$ cat src/rtl/fifo_pkg.sv
// Shared definitions for the FIFO read-side packer.
//  - default widths / ratio / flush delay
//  - lane_t: lane index sized for the default ratio
//  - lanes_to_keep(n): mask with the n lowest lanes set (partial-word keep)
package fifo_pkg;

    localparam int unsigned DSIZE_DEF        = 8;
    localparam int unsigned RATIO_DEF        = 4;
    localparam int unsigned FLUSH_CYCLES_DEF = 16;
    localparam int unsigned MAX_RATIO        = 32;

    typedef logic [$clog2(RATIO_DEF)-1:0] lane_t;

    function automatic logic [MAX_RATIO-1:0] lanes_to_keep(input int unsigned n);
        logic [MAX_RATIO-1:0] m;
        m = '0;
        for (int unsigned i = 0; i < MAX_RATIO; i++) begin
            if (i < n) m[i] = 1'b1;
        end
        return m;
    endfunction

endpackage

$ cat src/rtl/fifo_rd_packer_if.sv
// Bus bundle between the async FIFO read port, the packer and the packed-word consumer.
//  FIFO side  : rdata, rempty (into packer), rinc (pop strobe out of packer)
//  Stream side: out_data, out_keep, out_valid (out of packer), out_ready (into packer)
// Handshake: a packed word transfers on every rising clock edge where
// out_valid && out_ready; while out_valid && !out_ready the producer holds
// out_data/out_keep/out_valid stable. A FIFO word is consumed on every edge
// where rinc=1, and rinc is only raised while rempty=0 (rdata is the head word).
// Modports: slave = packer view, master = environment (FIFO + consumer) view.
interface fifo_rd_packer_if #(
    parameter int unsigned DSIZE = 8,
    parameter int unsigned RATIO = 4
);
    logic [DSIZE-1:0]       rdata;
    logic                   rempty;
    logic                   rinc;
    logic [DSIZE*RATIO-1:0] out_data;
    logic [RATIO-1:0]       out_keep;
    logic                   out_valid;
    logic                   out_ready;

    modport slave (
        input  rdata, rempty, out_ready,
        output rinc, out_data, out_keep, out_valid
    );

    modport master (
        output rdata, rempty, out_ready,
        input  rinc, out_data, out_keep, out_valid
    );
endinterface

$ cat src/rtl/fifo_flush_timer.sv
// Idle timer for partial-word flushing.
// Counts consecutive cycles in which a partial word is pending and the FIFO is
// empty; any pop or leaving that condition clears it. The count saturates at
// FLUSH_CYCLES, and flush_due stays high until the partial word is taken.
// Ports: clk, rst (sync, active-high), active (partial pending && empty),
//        pop (FIFO pop this cycle), flush_due (threshold reached).
module fifo_flush_timer #(
    parameter int unsigned FLUSH_CYCLES = 16
) (
    input  logic clk,
    input  logic rst,
    input  logic active,
    input  logic pop,
    output logic flush_due
);
    localparam int unsigned TW = $clog2(FLUSH_CYCLES + 1);
    localparam logic [TW-1:0] LIMIT = TW'(FLUSH_CYCLES);

    logic [TW-1:0] count;

    always_ff @(posedge clk) begin
        if (rst || pop || !active) begin
            count <= '0;
        end else if (count != LIMIT) begin
            count <= count + TW'(1);
        end
    end

    assign flush_due = (count == LIMIT);
endmodule

$ cat src/rtl/fifo_rd_packer.sv
// Read-side packer: pops the async FIFO (first-word fall-through) and packs
// RATIO consecutive DSIZE words into one registered valid/ready output word,
// first popped word in the lowest lane. Sustains one pop per cycle.
// Ports: rclk (only clock), rrst (sync, active-high), bus (fifo_rd_packer_if.slave:
//        rdata/rempty/rinc FIFO port, out_data/out_keep/out_valid/out_ready stream).
// Build option: FIFO_PACK_FLUSH_EN adds a flush of partial words after
//        FLUSH_CYCLES idle cycles (fifo_flush_timer); without it partial words wait.
module fifo_rd_packer
    import fifo_pkg::*;
#(
    parameter int unsigned DSIZE        = DSIZE_DEF,
    parameter int unsigned RATIO        = RATIO_DEF,
    parameter int unsigned FLUSH_CYCLES = FLUSH_CYCLES_DEF
) (
    input  logic rclk,
    input  logic rrst,
    fifo_rd_packer_if.slave bus
);
    localparam int unsigned CW = $clog2(RATIO);
    localparam logic [CW-1:0] LAST = CW'(RATIO - 1);

    if (RATIO < 2 || RATIO > MAX_RATIO || (RATIO & (RATIO - 1)) != 0) begin : g_bad_ratio
        $error("fifo_rd_packer: RATIO must be a power of 2 in [2, MAX_RATIO]");
    end
    if (FLUSH_CYCLES < 1) begin : g_bad_flush
        $error("fifo_rd_packer: FLUSH_CYCLES must be >= 1");
    end

    logic [CW-1:0]              cnt;
    logic [DSIZE*(RATIO-1)-1:0] acc;      // lanes 0..RATIO-2 of the word being built
    logic [DSIZE*RATIO-1:0]     data_q;
    logic [RATIO-1:0]           keep_q;
    logic                       valid_q;

    logic last_lane;
    logic out_free;
    logic pop;
    logic load_full;
    logic load_flush;

    assign last_lane = (cnt == LAST);
    assign out_free  = !valid_q || bus.out_ready;
    // Only the last lane needs room in the output register; earlier lanes
    // land in the accumulator, so a stalled consumer never starves them.
    assign pop       = !bus.rempty && !rrst && (!last_lane || out_free);
    assign load_full = pop && last_lane;

`ifdef FIFO_PACK_FLUSH_EN
    logic flush_due;
    logic flush_active;

    assign flush_active = (cnt != '0) && bus.rempty;

    fifo_flush_timer #(
        .FLUSH_CYCLES(FLUSH_CYCLES)
    ) u_flush_timer (
        .clk      (rclk),
        .rst      (rrst),
        .active   (flush_active),
        .pop      (pop),
        .flush_due(flush_due)
    );

    // A pop in the same cycle takes priority; the timer clears on it.
    assign load_flush = flush_due && !pop && out_free && (cnt != '0);
`else
    assign load_flush = 1'b0;
`endif

    always_ff @(posedge rclk) begin
        if (rrst) begin
            cnt     <= '0;
            acc     <= '0;
            data_q  <= '0;
            keep_q  <= '0;
            valid_q <= 1'b0;
        end else begin
            // Clearing acc on every word boundary keeps unused lanes of a
            // flushed partial word at zero.
            if (load_full || load_flush) begin
                cnt <= '0;
                acc <= '0;
            end else if (pop) begin
                cnt <= cnt + CW'(1);
                for (int unsigned i = 0; i < RATIO - 1; i++) begin
                    if (cnt == CW'(i)) acc[i*DSIZE +: DSIZE] <= bus.rdata;
                end
            end

            if (load_full) begin
                data_q  <= {bus.rdata, acc};
                keep_q  <= '1;
                valid_q <= 1'b1;
            end else if (load_flush) begin
                data_q  <= {{DSIZE{1'b0}}, acc};
                keep_q  <= RATIO'(lanes_to_keep(32'(cnt)));
                valid_q <= 1'b1;
            end else if (bus.out_ready) begin
                valid_q <= 1'b0;
            end
        end
    end

    assign bus.rinc      = pop;
    assign bus.out_data  = data_q;
    assign bus.out_keep  = keep_q;
    assign bus.out_valid = valid_q;
endmodule

$ cat src/flat_wrapper.sv
// flat-port wrapper written by rule: the top's interface ports become plain ports
module fifo_rd_packer_flat import fifo_pkg::*;
#(
    parameter int unsigned DSIZE        = DSIZE_DEF,
    parameter int unsigned RATIO        = RATIO_DEF,
    parameter int unsigned FLUSH_CYCLES = FLUSH_CYCLES_DEF
)
  (rclk, rrst, bus_rdata, bus_rempty, bus_out_ready, bus_rinc, bus_out_data, bus_out_keep, bus_out_valid);
  fifo_rd_packer_if #(.DSIZE(DSIZE), .RATIO(RATIO)) bus_i ();
  input  logic rclk;
  input  logic rrst;
  input wire logic [$bits(bus_i.rdata)-1:0] bus_rdata;
  input wire logic [$bits(bus_i.rempty)-1:0] bus_rempty;
  input wire logic [$bits(bus_i.out_ready)-1:0] bus_out_ready;
  output wire logic [$bits(bus_i.rinc)-1:0] bus_rinc;
  output wire logic [$bits(bus_i.out_data)-1:0] bus_out_data;
  output wire logic [$bits(bus_i.out_keep)-1:0] bus_out_keep;
  output wire logic [$bits(bus_i.out_valid)-1:0] bus_out_valid;
  assign bus_i.rdata = bus_rdata;
  assign bus_i.rempty = bus_rempty;
  assign bus_i.out_ready = bus_out_ready;
  assign bus_rinc = bus_i.rinc;
  assign bus_out_data = bus_i.out_data;
  assign bus_out_keep = bus_i.out_keep;
  assign bus_out_valid = bus_i.out_valid;
  fifo_rd_packer #(.DSIZE(DSIZE), .RATIO(RATIO), .FLUSH_CYCLES(FLUSH_CYCLES)) u_core (.rclk(rclk), .rrst(rrst), .bus(bus_i));
endmodule
$ cat config.mk
export PLATFORM = sky130hd
export DESIGN_NAME = fifo_rd_packer_flat
export DESIGN_NICKNAME = d
export VERILOG_FILES = /design/src/rtl/fifo_pkg.sv /design/src/rtl/fifo_rd_packer_if.sv /design/src/rtl/fifo_flush_timer.sv /design/src/rtl/fifo_rd_packer.sv /design/src/flat_wrapper.sv
export SDC_FILE = /design/constraint.sdc
export NUM_CORES = 1
export LEC_CHECK = 0
export BUFFER_PORTS_ARGS = -buffer_cell sky130_fd_sc_hd__buf_2
export CORE_MARGIN = 3
export CORE_UTILIZATION = 53
export DETAILED_ROUTE_END_ITERATION = 7
export PLACE_DENSITY = 0.85
export SLEW_MARGIN = 20
export SYNTH_ARGS = -nofsm -noshare
export SYNTH_HDL_FRONTEND = slang
export SYNTH_HIERARCHICAL = 1
export SYNTH_SLANG_ARGS = --single-unit
$ cat constraint.sdc
create_clock -name rclk -period 4.49 [get_ports rclk]
set_clock_uncertainty 0.15 [all_clocks]
set_input_delay 0.2245 -clock rclk [delete_from_list [all_inputs] [get_ports rclk]]
set_output_delay 0.2245 -clock rclk [all_outputs]
set_load 0.05 [all_outputs]
======== After elaboration in Yosys (flattened, before gate mapping) ========
Index checks and enable logic that the tools add are counted.
W data, S select, Z words.
cells by class
  add/sub/neg operators ................... 1
  equal/unequal tests ..................... 3
  mux-type cells .......................... 2
  reduce and logical (&&, ||, !) cells .... 15
operator list
  operator               count
  $reduce_and A2 Y1      3
  $eq A2 B2 Y1 const B   2
  $logic_not A1 Y1       4
  $logic_and A1 B1 Y1    3
  $add A2 B1 Y2 const B  1
  $eq A2 B1 Y1 const B   1
  $logic_not A2 Y1       1
  $logic_or A1 B1 Y1     2
  $mux W1                2
  $reduce_bool A2 Y1     1
  $reduce_or A2 Y1       1
word-level totals
  flip-flop bits (word level) ............. 60
  output and inout port bits .............. 38
  logic and storage cells ................. 28

======== Longest topological paths before layout ========
Gate-level depths: netlist (run 1).
  depth after elaboration ................. 6
  depth in mapped cells ................... 6
  gate-level depth less buffers ........... 4

======== Worst setup path before layout (run 1) ========
No wires, ideal clock.
  path kind ............................... register -> output
  start point ............................. reg u_core.valid_q, in the netlist u_core/bus.out_valid
  end point ............................... out bus_rinc
  arrival time ............................ 1.438 ns
  path slack .............................. 2.677 ns
  cell stages (with the launch flop) ...... 3
  buffers on the path ..................... 0
  cells stage by stage .................... dfxtp_1 -> and3b_1 -> nor2_1
between the ends
  word-level cells in the longest chain between the ends .. 4
ends and longest elaborated chain
  what                      RTL line              text
  start: declaration        fifo_rd_packer.sv:33  logic valid_q;
  start signal: assignment  fifo_rd_packer.sv:76  valid_q <= 1'b0;
  start signal: assignment  fifo_rd_packer.sv:93  valid_q <= 1'b1;
  start signal: assignment  fifo_rd_packer.sv:97  valid_q <= 1'b1;
  $logic_not A1 Y1          fifo_rd_packer.sv:42  assign out_free = !valid_q || bus.out_ready;
  $logic_or A1 B1 Y1        fifo_rd_packer.sv:42
  $logic_or A1 B1 Y1        fifo_rd_packer.sv:45  assign pop = !bus.rempty && !rrst && (!last_lane || out_free);
  $logic_and A1 B1 Y1       fifo_rd_packer.sv:45
  end: declaration          flat_wrapper.sv:15    output wire logic [$bits(bus_i.rinc)-1:0] bus_rinc;
No other way between the ends.

======== Final worst setup path (run 1) ========
  start point ............................. in rrst
  end point ............................... reg u_core.acc[1]
between the ends
  word-level cells in the longest chain between the ends .. 5
  elaborated cells on any way between the ends .. 6
  classes of those cells .................. 6 x reduce/logical
ends and longest elaborated chain
  what                              RTL line              text
  start: declaration                flat_wrapper.sv:11    input logic rrst;
  $logic_not A1 Y1                  fifo_rd_packer.sv:45
  $logic_and A1 B1 Y1 (2 in a row)  fifo_rd_packer.sv:45
  $logic_and A1 B1 Y1               fifo_rd_packer.sv:46  assign load_full = pop && last_lane;
  $reduce_or A2 Y1 (no line)        --
  end signal: indexed assignment    fifo_rd_packer.sv:86  if (cnt == CW'(i)) acc[i*DSIZE +: DSIZE] <= bus.rdata;
  end: declaration                  fifo_rd_packer.sv:30  logic [DSIZE*(RATIO-1)-1:0] acc;
Several ways; a longest one is shown, not always the timed one.
A chain may end at the register's enable or synchronous reset.

==> results.yml, run 1 <==
status:
  status: "finished, final reports clean"
finish:
  num_antenna_cells: 0
  layout_commonest_cell: "dfxtp_1"
  fillers: 413
  drive_gt1_share_pct: 25.2
  final_nets: 325
  layout_common_cells: "dfxtp_1 (60), buf_2 (49), inv_1 (35), o21ai_1 (33), o311ai_1 (32)"
  syn_to_final_growth_pct: 11.7
clock_network:
  cts_resized: 0
  holdBufCountCts: 5
  cts-root-buf: "clkbuf_8"
  numClockSinks: 60
  numCtsBuffers: 9
  clk_latency_ps: 330
  clk_pin_slew_ps: 60
  cts_buffer_depth: 2
  cts_tree: "done"
  post_cts_buffers: 0
  htreeDepth: 3
global_route:
  grt_first_pass_wirelength_um: 9910
  track_usage_pct: 20.7
  antenna_found_initial: 0
  grt_overflow: 0
  grt_start_max_net_pins: 66
  first_global_vias: 1955
sta:
  tightest_slew_ps: 994
  slew_viol_final: 0
  tns_ps: 0
  slew_headroom_pct: 33.6
  fin_hold_ws_ps: 22.0
  setup_violations: 0
  final_hold_viol_count: 0
  period_minus_slack_ps: 2280
  rsz0062_at_grt: "no"
  fmax_ghz: 0.439
  finalCritPeriodShare_pct: 50.7
setup_path:
  crit_type: "in2reg"
  critical_path_required_ps: 4540
  critPathBufInv: 3
  r2r_cells: 4
  arrival_ps: 2320
  r2r_slack_ps: 2250
  end_kind: "register"
  worstSetupStartpointType: "primary input"
  slowest_stage: "clkinv_2"
  crit_path_max_fanout: 65
  critPathTopFamily: "buffers and inverters"
  reg2reg_to: "u_core/acc[7]$_SDFFE_PP0P_"
  cpPeakStageDelay_ps: 780
  crit_chain: "dlygate4sd3_1 > buf_2 > clkinv_2 > o211ai_1 > mux2i_1"
  r2r-start: "u_core/bus.out_valid$_SDFFE_PP0P_"
synthesis:
  yosysSeqAreaShare_pct: 43.6
  syn_area_per_cell_um2: 10.1
  synth_cell_types: 27
  synth_top_area_share_pct: 43.6
  synthCells: 273
  yosys_warnings: 6
  synth_area_mm2: 0.00276
  yosys.area.top_type: "dfxtp_1"
  synth_ff_type: "dfxtp_1"
  syn_nets: 289
  synth_edf_count: 0
  synth_area_leaders: "dfxtp_1 (44%), o311ai_1 (10%), mux2i_1 (8.7%)"
  ys_ff_latch: 60
  async_flop_share_pct: 0
drt:
  drc: 0
  first_pass_iters: 4
  vias: 2183
  wl_per_cell_um: 16.3
  wl_um: 6200
  drt_iter0_markers: 167
  viasPerCell: 5.74
  drtAntennaViolNets: 0
die:
  dieArea_mm2: 0.00610
  start_util_pct: 56.5
  core_area_mm2: 0.00488
  die_x_um: 78.1
  die_h_um: 78.1
  io-pin-count: 50
  row_count: 25
power:
  p_leak_nw: 1.26
  pwr_density_cell_mw_per_mm2: 323
  total_power_mw: 0.996
  peakVddDrop_mv: 0.157
hold_path:
  hold_start: "bus_rdata[7]"
  hold_depth: 3
  hold_path.class: "in2reg"
  whs_endpoint: "u_core/bus.out_data[31]$_SDFFE_PP0P_"
flow_run:
  maxCapViolations: 0
placed_design:
  numPortBuffers: 49
  place.gp.congestion: 0.781
  dpl.hpwl_um: 3590
## where the power goes
part,total (mW),switching (mW),internal [mW]
combinational,0.0632,0.0414,0.0219
sequential,0.543,0.00445,0.539
clock,0.389,0.195,0.195
total,0.996,0.240,0.756
## cell families (layout without fill, tap and decap cells)
logic type               after synthesis  in the layout  synth area share, %
buffers and inverters                 68            108                 13.2
flip-flops                            60             60                 43.6
multiplexers                          24             24                 8.71
AO/OA/AOI/OAI                        103            103                 28.8
AND/OR/NAND/NOR                       14             14                 3.90
adder cells (fa/ha/maj)                4              4                 1.81
## metrics by stage
step	util, %	cells	worst slack (ps)	instance area [µm²]
after floorplan	-	273	2680	2760
after global routing	63.1	380	2110	3080
after detailed placement	59.0	360	2250	2880
after CTS	63.1	380	2240	3080
after global placement	59.0	360	2320	2880
final	63.1	380	2210	3080
## registers in the layout, summed over array words and instances (netlist names)
name	flops
u_core/bus.out_valid	1
u_core/bus.out_keep	1
u_core/acc	24
u_core/bus.out_data	32
u_core/cnt	2
## synthesized netlist by cell type, drive strengths merged (2+ instances only)
cell    number
inv         37
clkbuf       8
a21oi        4
mux2i       24
nand3        5
o311ai      32
buf         23
ha           4
nor2         2
nand2b       2
o21ai       35
o211ai      32
dfxtp       60
## layer usage
layer  vias up  part of all wire, %  track usage, %
li1       1073                    -               -
met1      1037                   44            26.6
met2        62                   49            31.8
met3        11                  5.5            5.62
met4         0                  2.0            10.8
met5         -                    0               0
## area by class of cell
class,count,area (µm²),area share (%)
timing repair buffer,56,310,10.1
clock inverter,3,15.0,0.488
inverter,37,140,4.55
sequential,60,1200,39.0
multi-input combinational,145,1190,38.8
clock buffer,12,135,4.39
tap,67,83.8,2.72
## worst max-delay path by stage
stage	start	endpoint	slack, ps	depth (start not counted)
4_1_cts	u_core/bus.out_valid$_SDFFE_PP0P_	u_core/acc[7]$_SDFFE_PP0P_	2240	4
5_1_grt	u_core/bus.out_valid$_SDFFE_PP0P_	u_core/acc[16]$_SDFFE_PP0P_	2110	4
2_1_floorplan	u_core/bus.out_valid$_SDFFE_PP0P_	bus_rinc	2680	2
6_report	rrst	u_core/acc[1]$_SDFFE_PP0P_	2210	5
3_5_place_dp	u_core/bus.out_valid$_SDFFE_PP0P_	u_core/acc[23]$_SDFFE_PP0P_	2250	4
3_3_place_gp	bus_out_ready	u_core/acc[0]$_SDFFE_PP0P_	2320	5
## tightest hold or removal path: stages
cell and delay (ps):
buf_2 120, inv_1 50, o21ai_1 60
No activity file was read; power rests on OpenSTA's default activity.
==> inputs of run 2 (changes only) <==
- ABC_AREA: default -> 1
- clock period: 4.49 -> 2.38 ns (I/O delays scaled with it)
==> results.yml, run 2 <==
status:
  status: "finished, final reports clean"
drt:
  drt_iter0_markers: 90
  drc: 0
  wl_um: 5600
  first_pass_iters: 5
  drtAntennaViolNets: 0
  vias: 2450
  wl_per_cell_um: 10.3
  viasPerCell: 4.49
sta:
  slew_headroom_pct: 68.4
  finalCritPeriodShare_pct: 85.4
  final_hold_viol_count: 0
  tightest_slew_ps: 474
  period_minus_slack_ps: 2030
  rsz0062_at_grt: "no"
  slew_viol_final: 0
  fmax_ghz: 0.492
  fin_hold_ws_ps: 49.6
  layout_setup_ws_ps: 346
  setup_violations: 0
  tns_ps: 0
die:
  row_count: 25
  die_x_um: 78.0
  dieArea_mm2: 0.00609
  core_area_mm2: 0.00488
  io-pin-count: 50
  die_h_um: 78.0
  start_util_pct: 56.4
synthesis:
  synth.most_common_cell: "nand2_1"
  synth_common_cells: "nand2_1 (116), inv_1 (95), nor2_1 (87)"
  synthSimpleGateAreaFrac_pct: 35.2
  yosys_warnings: 6
  async_flop_share_pct: 0
  muxShareOfSynthArea_pct: 0
  synth_cell_types: 16
  syn_nets: 440
  synthAdderAreaFrac_pct: 1.82
  synth_edf_count: 0
  synth_compound_area_share_pct: 0.910
  synth_area_leaders: "dfxtp_1 (44%), nand2_1 (16%), inv_1 (13%)"
  yosys.area.top_type: "dfxtp_1"
  synth_area_mm2: 0.00275
  synth_ff_type: "dfxtp_1"
  syn_area_per_cell_um2: 6.49
  synthCells: 424
  ys_ff_latch: 60
  synth_top_area_share_pct: 43.7
  synth_top_family_by_area: "simple AND/OR/NAND/NOR gates"
  yosys.area_share.xor_xnor_pct: 0
  yosysSeqAreaShare_pct: 43.7
hold_path:
  hold_path.class: "in2reg"
  hold_depth: 4
  hold_start: "bus_rempty"
  whs_endpoint: "u_core/cnt[1]$_SDFFE_PP0N_"
global_route:
  track_usage_pct: 19.8
  first_global_vias: 2272
  antenna_found_initial: 0
  grt_start_max_net_pins: 37
  grt_overflow: 0
  grt_first_pass_wirelength_um: 9560
clock_network:
  clk_pin_slew_ps: 60
  clk_latency_ps: 330
  cts_tree: "done"
  numCtsBuffers: 9
  htreeDepth: 3
  post_cts_buffers: 0
  cts-root-buf: "clkbuf_8"
  numClockSinks: 60
  cts_buffer_depth: 2
setup_path:
  crit_chain: "ha_1 > nand3_2 > nand2_1 > inv_1 > buf_2"
  crit_type: "reg2out"
  r2r-start: "u_core/cnt[0]$_SDFFE_PP0N_"
  critical_path_required_ps: 2110
  critPathBufInv: 2
  slowest_stage: "dfxtp_1"
  crit_path_max_fanout: 20
  worstSetupStartpoint: "u_core/cnt[0]$_SDFFE_PP0N_"
  reg2reg_to: "u_core/acc[22]$_SDFFE_PP0P_"
  end_kind: "output port"
  cpPeakStageDelay_ps: 390
  r2r_slack_ps: 590
  worstSetupStartpointType: "register"
  critPathTopFamily: "simple AND/OR/NAND/NOR gates"
  arrival_ps: 1760
  r2r_cells: 6
finish:
  syn_to_final_growth_pct: 18.6
  final_nets: 491
  final_area_mm2: 0.00326
  layout_commonest_cell: "nand2_1"
  layout_common_cells: "nand2_1 (116), inv_1 (95), nor2_1 (87), dfxtp_1 (60), buf_2 (49)"
  num_antenna_cells: 0
  drive_gt1_share_pct: 14.8
  fillers: 429
  largest_reg_flops: 32
power:
  peakVddDrop_mv: 0.418
  p_leak_nw: 1.90
  pwr_density_cell_mw_per_mm2: 630
flow_run:
  maxCapViolations: 0
placed_design:
  numPortBuffers: 49
  dpl_cell_area_mm2: 0.00297
  dpl.hpwl_um: 3610
  place.gp.congestion: 0.879
  dp_slack_ps: 377
==> run 2: cell count changes after synthesis, sizes merged, moves of 3 or more <==
cell	previous run	this run
buf	23	20
clkbuf	8	4
inv	37	96
mux2i	24	0
nand2	0	116
nand4	0	24
nor2	2	88
o211ai	32	0
o21ai	35	1
o311ai	32	0
==> run 2: worst reg2reg max path: stages (launching register included) <==
cell	delay (ps)
dfxtp_1	390
ha_1	220
nand3_2	330
nand3_1	390
nand2_1	100
inv_1	70
nor2_1	40
==> run 2: area by class of cell <==
cell class,count,area (µm²),share of cell area [%]
Timing Repair Buffer,64,383,11.7
Clock inverter,2,35.0,1.07
Tap cell,67,83.8,2.57
Clock buffer,13,149,4.57
Sequential cell,60,1200,36.8
Inverter,96,360,11.1
Multi-Input combinational cell,244,1050,32.2
==> run 2: how the worst max path moves through the flow <==
| stage | end | cells past startpoint |
|---|---|---|
| detailed placement | u_core/acc[22]$_SDFFE_PP0P_ | 6 |
| global route | bus_rinc | 5 |
| global placement | u_core/acc[22]$_SDFFE_PP0P_ | 6 |
| CTS | bus_rinc | 5 |
| floorplan | u_core/acc[7]$_SDFFE_PP0P_ | 6 |
| finish | bus_rinc | 5 |
==> run 2: logic make-up after synthesis <==
group | after synthesis
buffers and inverters | 120
AOI/OAI and AO/OA | 5
and+or+nand+nor | 235
DFF | 60
adders and majority gates | 4
==> run 2: report_power, final <==
part | internal (mW) | switching (mW)
logic | 0.0510 | 0.0938
registers | 1.02 | 0.0104
clock network | 0.506 | 0.369
total | 1.58 | 0.473
==> run 2: metal layers <==
metal  routed length, µm  track usage (%)  part of all wire (%)  vias to the layer above
met5                   0                0                     0                        -
met4                 103             10.8                   1.8                        0
met3                 307             5.73                   5.5                       10
met2                2680             33.0                    48                       63
met1                2510             22.9                    45                     1053
li1                    -                -                     -                     1324
==> run 2: stage by stage <==
step           std cells  util, %  power [mW]
2_1_floorplan        424        -        1.15
3_3_place_gp         521     60.9        1.18
3_5_place_dp         521     60.9        1.18
4_1_cts              546     66.7        2.07
5_1_grt              546     66.8        2.14
6_report             546     66.8        2.05
==> run 2: what timing repair did <==
item,in CTS,in global routing
resized for setup,0,1
setup endpoints to repair,0,1
endpoints found under the hold margin,10,0
hold buffers,10,0
